==> src/rtl/btn_step_gen.sv <==
// ---------------------------------------------------------------------------
// btn_step_gen
//
// Purpose:
//   Turns two raw push-button levels (east / west) into clean one-cycle step
//   pulses for a position counter. Each raw level is synchronized, then a
//   single FSM debounces the press, emits one pulse in the pressed
//   direction, and debounces the release. Pulses never overlap and never
//   last longer than one cycle.
//
// Optional feature:
//   `define AUTO_REPEAT_EN  -- while a button stays held, emit a further pulse
//   REPEAT_DELAY cycles after the first one, then one every REPEAT_PERIOD
//   cycles. Without the macro only one pulse is emitted per accepted press.
//
// Parameters:
//   DEBOUNCE_CYCLES  consecutive stable samples to accept a press / release
//   REPEAT_DELAY     cycles from first pulse to first auto-repeat pulse
//   REPEAT_PERIOD    cycles between successive auto-repeat pulses
//
// Ports:
//   clk       in   clock, all state changes on the rising edge
//   reset     in   asynchronous active-low reset
//   east_raw  in   raw east button level, 1 = pressed
//   west_raw  in   raw west button level, 1 = pressed
//   east      out  registered one-cycle east step pulse
//   west      out  registered one-cycle west step pulse
//   pressed   out  registered debounced level, 1 while a press is held
// ---------------------------------------------------------------------------
module btn_step_gen #(
  parameter int unsigned DEBOUNCE_CYCLES = 4,
  parameter int unsigned REPEAT_DELAY    = 8,
  parameter int unsigned REPEAT_PERIOD   = 3
) (
  input  logic clk,
  input  logic reset,
  input  logic east_raw,
  input  logic west_raw,
  output logic east,
  output logic west,
  output logic pressed
);

`ifdef AUTO_REPEAT_EN
  localparam logic RPT_EN = 1'b1;
`else
  localparam logic RPT_EN = 1'b0;
`endif

  typedef enum logic [2:0] {
    S_IDLE,
    S_DB_PRESS,
    S_HOLD,
    S_REPEAT,
    S_DB_RELEASE
  } state_t;

  // Synchronizers: bit 0 is the first flop, bit 1 feeds the FSM.
  logic [1:0]  r_sync_e;
  logic [1:0]  r_sync_w;

  state_t      r_state;
  logic [19:0] r_cnt;
  logic        r_dir;       // 0 = east, 1 = west
  logic        r_east;
  logic        r_west;
  logic        r_pressed;

  state_t      w_state_next;
  logic [19:0] w_cnt_next;
  logic        w_dir_next;
  logic        w_pulse;
  logic        w_east_next;
  logic        w_west_next;
  logic        w_pressed_next;

  logic        w_e;
  logic        w_w;
  logic        w_lat_hi;
  logic [19:0] w_cnt_inc;
  logic [31:0] w_cnt_ext;
  logic        w_press_done;
  logic        w_hold_done;
  logic        w_rep_done;
  logic        w_rel_done;

  always_ff @(posedge clk or negedge reset) begin
    if (!reset) begin
      r_sync_e <= 2'b00;
      r_sync_w <= 2'b00;
    end else begin
      r_sync_e <= {r_sync_e[0], east_raw};
      r_sync_w <= {r_sync_w[0], west_raw};
    end
  end

  assign w_e       = r_sync_e[1];
  assign w_w       = r_sync_w[1];
  assign w_lat_hi  = r_dir ? w_w : w_e;
  assign w_cnt_inc = (r_cnt == 20'hFFFFF) ? r_cnt : r_cnt + 20'd1;
  assign w_cnt_ext = {12'd0, r_cnt};

  // In DB_PRESS the IDLE sample already counted as the first high sample,
  // so the current sample is number r_cnt+2.
  assign w_press_done = (w_cnt_ext + 32'd2) >= DEBOUNCE_CYCLES;
  assign w_hold_done  = (w_cnt_ext + 32'd1) >= REPEAT_DELAY;
  assign w_rep_done   = (w_cnt_ext + 32'd1) >= REPEAT_PERIOD;
  assign w_rel_done   = (w_cnt_ext + 32'd1) >= DEBOUNCE_CYCLES;

  // State register
  always_ff @(posedge clk or negedge reset) begin
    if (!reset) begin
      r_state   <= S_IDLE;
      r_cnt     <= 20'd0;
      r_dir     <= 1'b0;
      r_east    <= 1'b0;
      r_west    <= 1'b0;
      r_pressed <= 1'b0;
    end else begin
      r_state   <= w_state_next;
      r_cnt     <= w_cnt_next;
      r_dir     <= w_dir_next;
      r_east    <= w_east_next;
      r_west    <= w_west_next;
      r_pressed <= w_pressed_next;
    end
  end

  // Next-state logic
  always_comb begin
    w_state_next = r_state;
    w_cnt_next   = r_cnt;
    w_dir_next   = r_dir;
    w_pulse      = 1'b0;
    case (r_state)
      S_IDLE: begin
        if (w_e ^ w_w) begin
          w_dir_next = w_w;
          w_cnt_next = 20'd0;
          if (DEBOUNCE_CYCLES <= 32'd1) begin
            w_pulse      = 1'b1;
            w_state_next = S_HOLD;
          end else begin
            w_state_next = S_DB_PRESS;
          end
        end
      end
      S_DB_PRESS: begin
        if (!w_lat_hi) begin
          w_cnt_next   = 20'd0;
          w_state_next = S_IDLE;
        end else if (w_press_done) begin
          w_pulse      = 1'b1;
          w_cnt_next   = 20'd0;
          w_state_next = S_HOLD;
        end else begin
          w_cnt_next = w_cnt_inc;
        end
      end
      S_HOLD, S_REPEAT: begin
        // Only the latched button matters here; the other one is ignored.
        if (!w_lat_hi) begin
          w_cnt_next   = 20'd0;
          w_state_next = S_DB_RELEASE;
        end else if (RPT_EN && ((r_state == S_HOLD) ? w_hold_done : w_rep_done)) begin
          w_pulse      = 1'b1;
          w_cnt_next   = 20'd0;
          w_state_next = S_REPEAT;
        end else begin
          w_cnt_next = w_cnt_inc;
        end
      end
      S_DB_RELEASE: begin
        if (w_e || w_w) begin
          w_cnt_next = 20'd0;
        end else if (w_rel_done) begin
          w_cnt_next   = 20'd0;
          w_state_next = S_IDLE;
        end else begin
          w_cnt_next = w_cnt_inc;
        end
      end
      default: begin
        w_cnt_next   = 20'd0;
        w_state_next = S_IDLE;
      end
    endcase
  end

  // Output logic: one pulse is steered to exactly one direction.
  always_comb begin
    w_east_next    = w_pulse & ~w_dir_next;
    w_west_next    = w_pulse & w_dir_next;
    w_pressed_next = (w_state_next == S_HOLD) || (w_state_next == S_REPEAT) ||
                     (w_state_next == S_DB_RELEASE);
  end

  assign east    = r_east;
  assign west    = r_west;
  assign pressed = r_pressed;

endmodule

==> config.mk <==
export PLATFORM = sky130hd
export DESIGN_NAME = btn_step_gen
export DESIGN_NICKNAME = d
export VERILOG_FILES = /design/src/rtl/btn_step_gen.sv
export SDC_FILE = /design/constraint.sdc
export NUM_CORES = 1
export LEC_CHECK = 0
export CAP_MARGIN = 20
export CORE_ASPECT_RATIO = 0.7
export CORE_UTILIZATION = 25
export CTS_CLUSTER_DIAMETER = 60
export DETAILED_ROUTE_END_ITERATION = 12
export GPL_ROUTABILITY_DRIVEN = 0
export SETUP_SLACK_MARGIN = 0.15
export SYNTH_ARGS = -nofsm -noshare
export SYNTH_HDL_FRONTEND = slang
export SYNTH_SLANG_ARGS = --single-unit
==> constraint.sdc <==
create_clock -name clk -period 3.65 [get_ports clk]
set_input_delay 1.095 -clock clk [delete_from_list [all_inputs] [get_ports clk]]
set_output_delay 1.095 -clock clk [all_outputs]
set_load 0.005 [all_outputs]
* After elaboration in Yosys (flattened, before gate mapping)
Index checks and enable logic that the tools add are counted.
** Word-level totals
- Bits in registers :: 31
- Bits of input ports :: 4
- Output and inout port bits :: 3
- Word-level logic and storage cells :: 52
** Operators by class
- Add/subtract/negate cells :: 3
- Magnitude comparators :: 2
- Equality and inequality tests :: 9
- Multiplexer cells :: 21
- Bitwise operators :: 4
- Reductions and logical operators :: 5
** Operators by type and width (count)
- $mux W20 :: 7
- $pmux W20 S4 :: 1
- $ge A21 B3 Y1 const B :: 2
- $add A20 B1 Y21 const B :: 1
- $add A20 B2 Y21 const B :: 1
- $add A20 B1 Y20 const B :: 1
- $eq A20 B20 Y1 const B :: 1
- $mux W3 :: 6
- $eq A3 B2 Y1 const B :: 4
- $pmux W3 S4 :: 1
- $eq A3 B3 Y1 const B :: 2
- $mux W1 :: 6
- $eq A3 B1 Y1 const B :: 1
- $logic_not A3 Y1 :: 1
- $logic_or A1 B1 Y1 :: 3
- $and A1 B1 Y1 :: 2
- $ne A2 B2 Y1 const B :: 1
- $reduce_or A2 Y1 :: 1
- $not A1 Y1 :: 1
- $xor A1 B1 Y1 :: 1

* Logic depth before layout (Yosys ltp)
- Word-level depth :: 8
- Mapped depth :: 10
- Gate-level depth less buffers :: 9

* Worst setup path after synthesis
Ideal clock, no wire load.
- Kind :: register to register
- Start point :: register r_cnt[1]
- End point :: register r_cnt[4]
- Setup time :: 0.080 ns
- Data arrival time :: 2.657 ns
- Data required time :: 3.570 ns
- Setup slack :: 0.913 ns
- Stages on the path, launching flop included :: 11
- Cell sequence :: dfrtp_1 -> ha_1 -> nand4_1 -> or2_4 -> o21ai_1 -> o21ai_0 -> or4_4 -> nor4b_4 -> nor3_2 -> buf_6 -> nor3_2
** Between the ends
- Longest elaborated chain between the ends :: 5
- Elaborated cells between the ends (all ways) :: 13
** RTL lines
- start: declaration :: line 63 : logic [19:0] r_cnt;
- start signal: assignment :: line 121 : r_cnt <= w_cnt_next;
- $add A20 B1 Y21 (tied with other cells) :: line 108 : assign w_rel_done = (w_cnt_ext + 32'd1) >= DEBOUNCE_CYCLES;
- $ge A21 B3 Y1 (tied with other cells) :: line 108
- $mux W20 (on tied branches) :: line 176, 152
- $mux W20 (on tied branches) :: line 174, 149
- $pmux W20 S4 (*) :: line 135 : case (r_state)
Every way passes the cells marked *; elsewhere a longest branch is shown, timed or not.
A chain may end at the register's enable or synchronous reset.

* Worst setup path after layout
- Start point :: register r_cnt[7]
- End point :: register r_cnt[18]
Same word-level chain as after synthesis.

==> run metrics <==
VDD IR max 0.000198 V; vias in the first global route 2353; crit path launch type flip-flop; Finish-stage setup viols 0; Via Count 2536; Syn-to-layout area delta 15.3%; clk_lat worst skew 290 ps; Worst R2R Start r_cnt[7]; initial antenna violation count 0; grt ovf 0; Pwr per Cell Area 425 nW/um^2; synthesized instance count 314; pre-CTS setup slack 234 ps; outcome finished, final reports clean; max-cap violations 0; Hold Path Class flip-flop to flip-flop; clock slew at reported path FFs 60 ps; synthesized area 2440 um^2; CTS tree built; ANT nets after route 0; r2r setup slk 360 ps; pin count of the biggest net entering global routing 32; Register-to-Register Path Depth 10; Clock Sink Count 31; Worst EP required 3780 ps; hpwl dp 5.38 mm; DRC 0; most common cell after layout, fill and taps aside nand2_1; DR iter-0 viols 370; clk_skew 8.27 ps; drt first pass iters 7; # diodes 0; post-synthesis sequential area ratio 31.7%; reg2reg end r_cnt[18]; Unique masters post-synth 57; Worst Tran Pin Value 791 ps; core area 9290 um^2; Min Hold Slack 348 ps; Vias/cell 5.78; f_max 304 MHz; port bufs 6; Pwr Total 1.20 mW; Fin Setup TNS 0 ps; met3 Usage GRT 4.42%; Seq cells post-synth 31; WL per Instance 17.4 um; Multi-input gate area 1550 um^2; warnings from Yosys 0; RSZ-0062 raised after global routing no; H-tree depth 2; Global Route Usage Sum 16.1%; met1 Track Usage GR 24.7%; Slew Viols, Final 0; Most Used Layer, Global Route met1; Worst Path Arrival 3420 ps; total area of sequential cells 777 um^2; # IOs 7; Initial Util 26.3%; Final WS setup 357 ps; final net count 323; syn nets 323; LEAKAGE 1.04 nW; GR Util met2 20.8%; # rows 29; ratio of cells with drive above 1 in the final layout 12.1%; Mapped Avg Cell Area 7.79 um^2; CP Class flip-flop to flip-flop; CP Capture Type flip-flop; global-route wire length before repair 12.6 mm; Worst Setup SP r_cnt[7]; fin crit share 90.2%; final WL 7.62 mm; Post-synth top flop dfrtp_1; Critical Path End r_cnt[18]; HP Start r_sync_e[0]; clock root cell clkbuf_16; Slew Limit Headroom 46.8%; Crit Path Max Fanout 14; TritonCTS Buffers 5; Final min period 3290 ps; final hold viol count 0; die footprint 10200 um^2; Post-synth EDFFs 0; Die Wd 120 um; Die H 84.7 um; clock buffer depth 2; FFs w/ async S/R, synth 100%; commonest cells after routing, fill and taps aside nand2_1, o21ai_0, dfrtp_1; number of fill cells 1025
==> worst min path at each step <==
stage / end / cells past startpoint / slack [ps]
global placement: r_sync_w[1] / 0 / 330
finish: r_sync_e[1] / 0 / 350
floorplan: r_sync_e[1] / 0 / 330
global route: r_sync_e[1] / 0 / 350
CTS: r_sync_e[1] / 0 / 350
detailed placement: r_sync_e[1] / 0 / 340
==> layer usage <==
layer	part of all wire (%)	up-vias
li1	-	1170
met1	48	1186
met2	39	159
met3	12	21
met4	1.8	0
met5	0	-
==> synthesized netlist by cell type, types with 2 or more instances <==
cell type  count  area (um^2)
buf_6          3         33.8
xor2_1         4         35.0
buf_2          4         20.0
nand4_1       17          106
or4_1          3         22.5
a21oi_1        6         30.0
nor4_1         8         50.1
nor3_1         9         45.0
nand3_1       14         70.1
and4_1         2         17.5
mux2i_1        3         30.0
dfrtp_1       31          776
a2bb2oi_1      2         17.5
a211oi_1       2         15.0
o21ai_0       35          175
o31ai_1        4         30.0
o22ai_1       13         81.3
inv_1          5         18.8
and3_1         6         37.5
xnor2_1        9         78.8
nor2_1        27          101
o21a_1         3         22.5
a31oi_1        2         12.5
clkbuf_1      16         60.1
nor2b_1        2         12.5
nor3_2         2         20.0
o211ai_1       3         22.5
nand2_1       38          143
o21ai_1        3         15.0
or2_2          4         25.0
a41oi_1        3         26.3
nand3b_1       2         15.0
ha_1           5         62.6
==> state kept, by name (all words and copies together), names as in the netlist <==
register and cells:
r_state 3, pressed 1, r_dir 1, r_sync_w 2, r_cnt 20, east 1
west 1, r_sync_e 2
==> area by class of cell <==
class | count | area share, %
Clock buffer | 5 | 4.44
Clock inverter | 3 | 1.55
Inverter | 5 | 0.666
Multi-Input combinational cell | 253 | 54.9
Sequential cell | 31 | 27.6
Tap cell | 124 | 5.51
Timing Repair Buffer | 18 | 5.33
==> cells by family (layout without fill, tap and decap cells) <==
group                      count (synthesis)  in the layout  share of synthesized area, %
buffers and inverters                     30             31                          5.89
AOI/OAI and AO/OA                         84             84                          21.2
xor gates and xnor gates                  13             13                          4.66
DFF                                       31             31                          31.7
and+or+nand+nor                          147            147                          32.3
adders and majority gates                  5              5                          2.56
muxes                                      4              4                          1.69
==> what timing repair did <==
item | in CTS | in global routing
endpoints found under the hold margin | 0 | 0
setup endpoints to repair | 0 | 18
hold buffers | 0 | 0
resized for setup | 0 | 5
setup buffers | 0 | 2
==> per-stage QoR <==
| stage | instance area (um^2) | utilization, % | cells |
|---|---|---|---|
| global placement | 2620 | 28.2 | 429 |
| CTS | 2790 | 30.0 | 437 |
| detailed placement | 2620 | 28.2 | 429 |
| global route | 2820 | 30.3 | 439 |
| finish | 2820 | 30.3 | 439 |
| floorplan | 2440 | - | 314 |
==> power breakdown <==
group / switching [mW] / internal [mW] / total [mW]
combinational: 0.205 / 0.0969 / 0.302
clock: 0.171 / 0.322 / 0.492
sequential: 0.0331 / 0.370 / 0.403
total: 0.408 / 0.789 / 1.20
==> critical path, cell delays in order (launching register included) <==
cell and delay, ps:
dfrtp_1 680, nand4_1 340, or4_1 550, a2bb2oi_1 200, a211oi_1 100, nand4_1 110
o21ai_0 70, buf_4 200, nor3_2 480, buf_4 290, o22ai_1 110
Power figures use the tool's default switching activity.
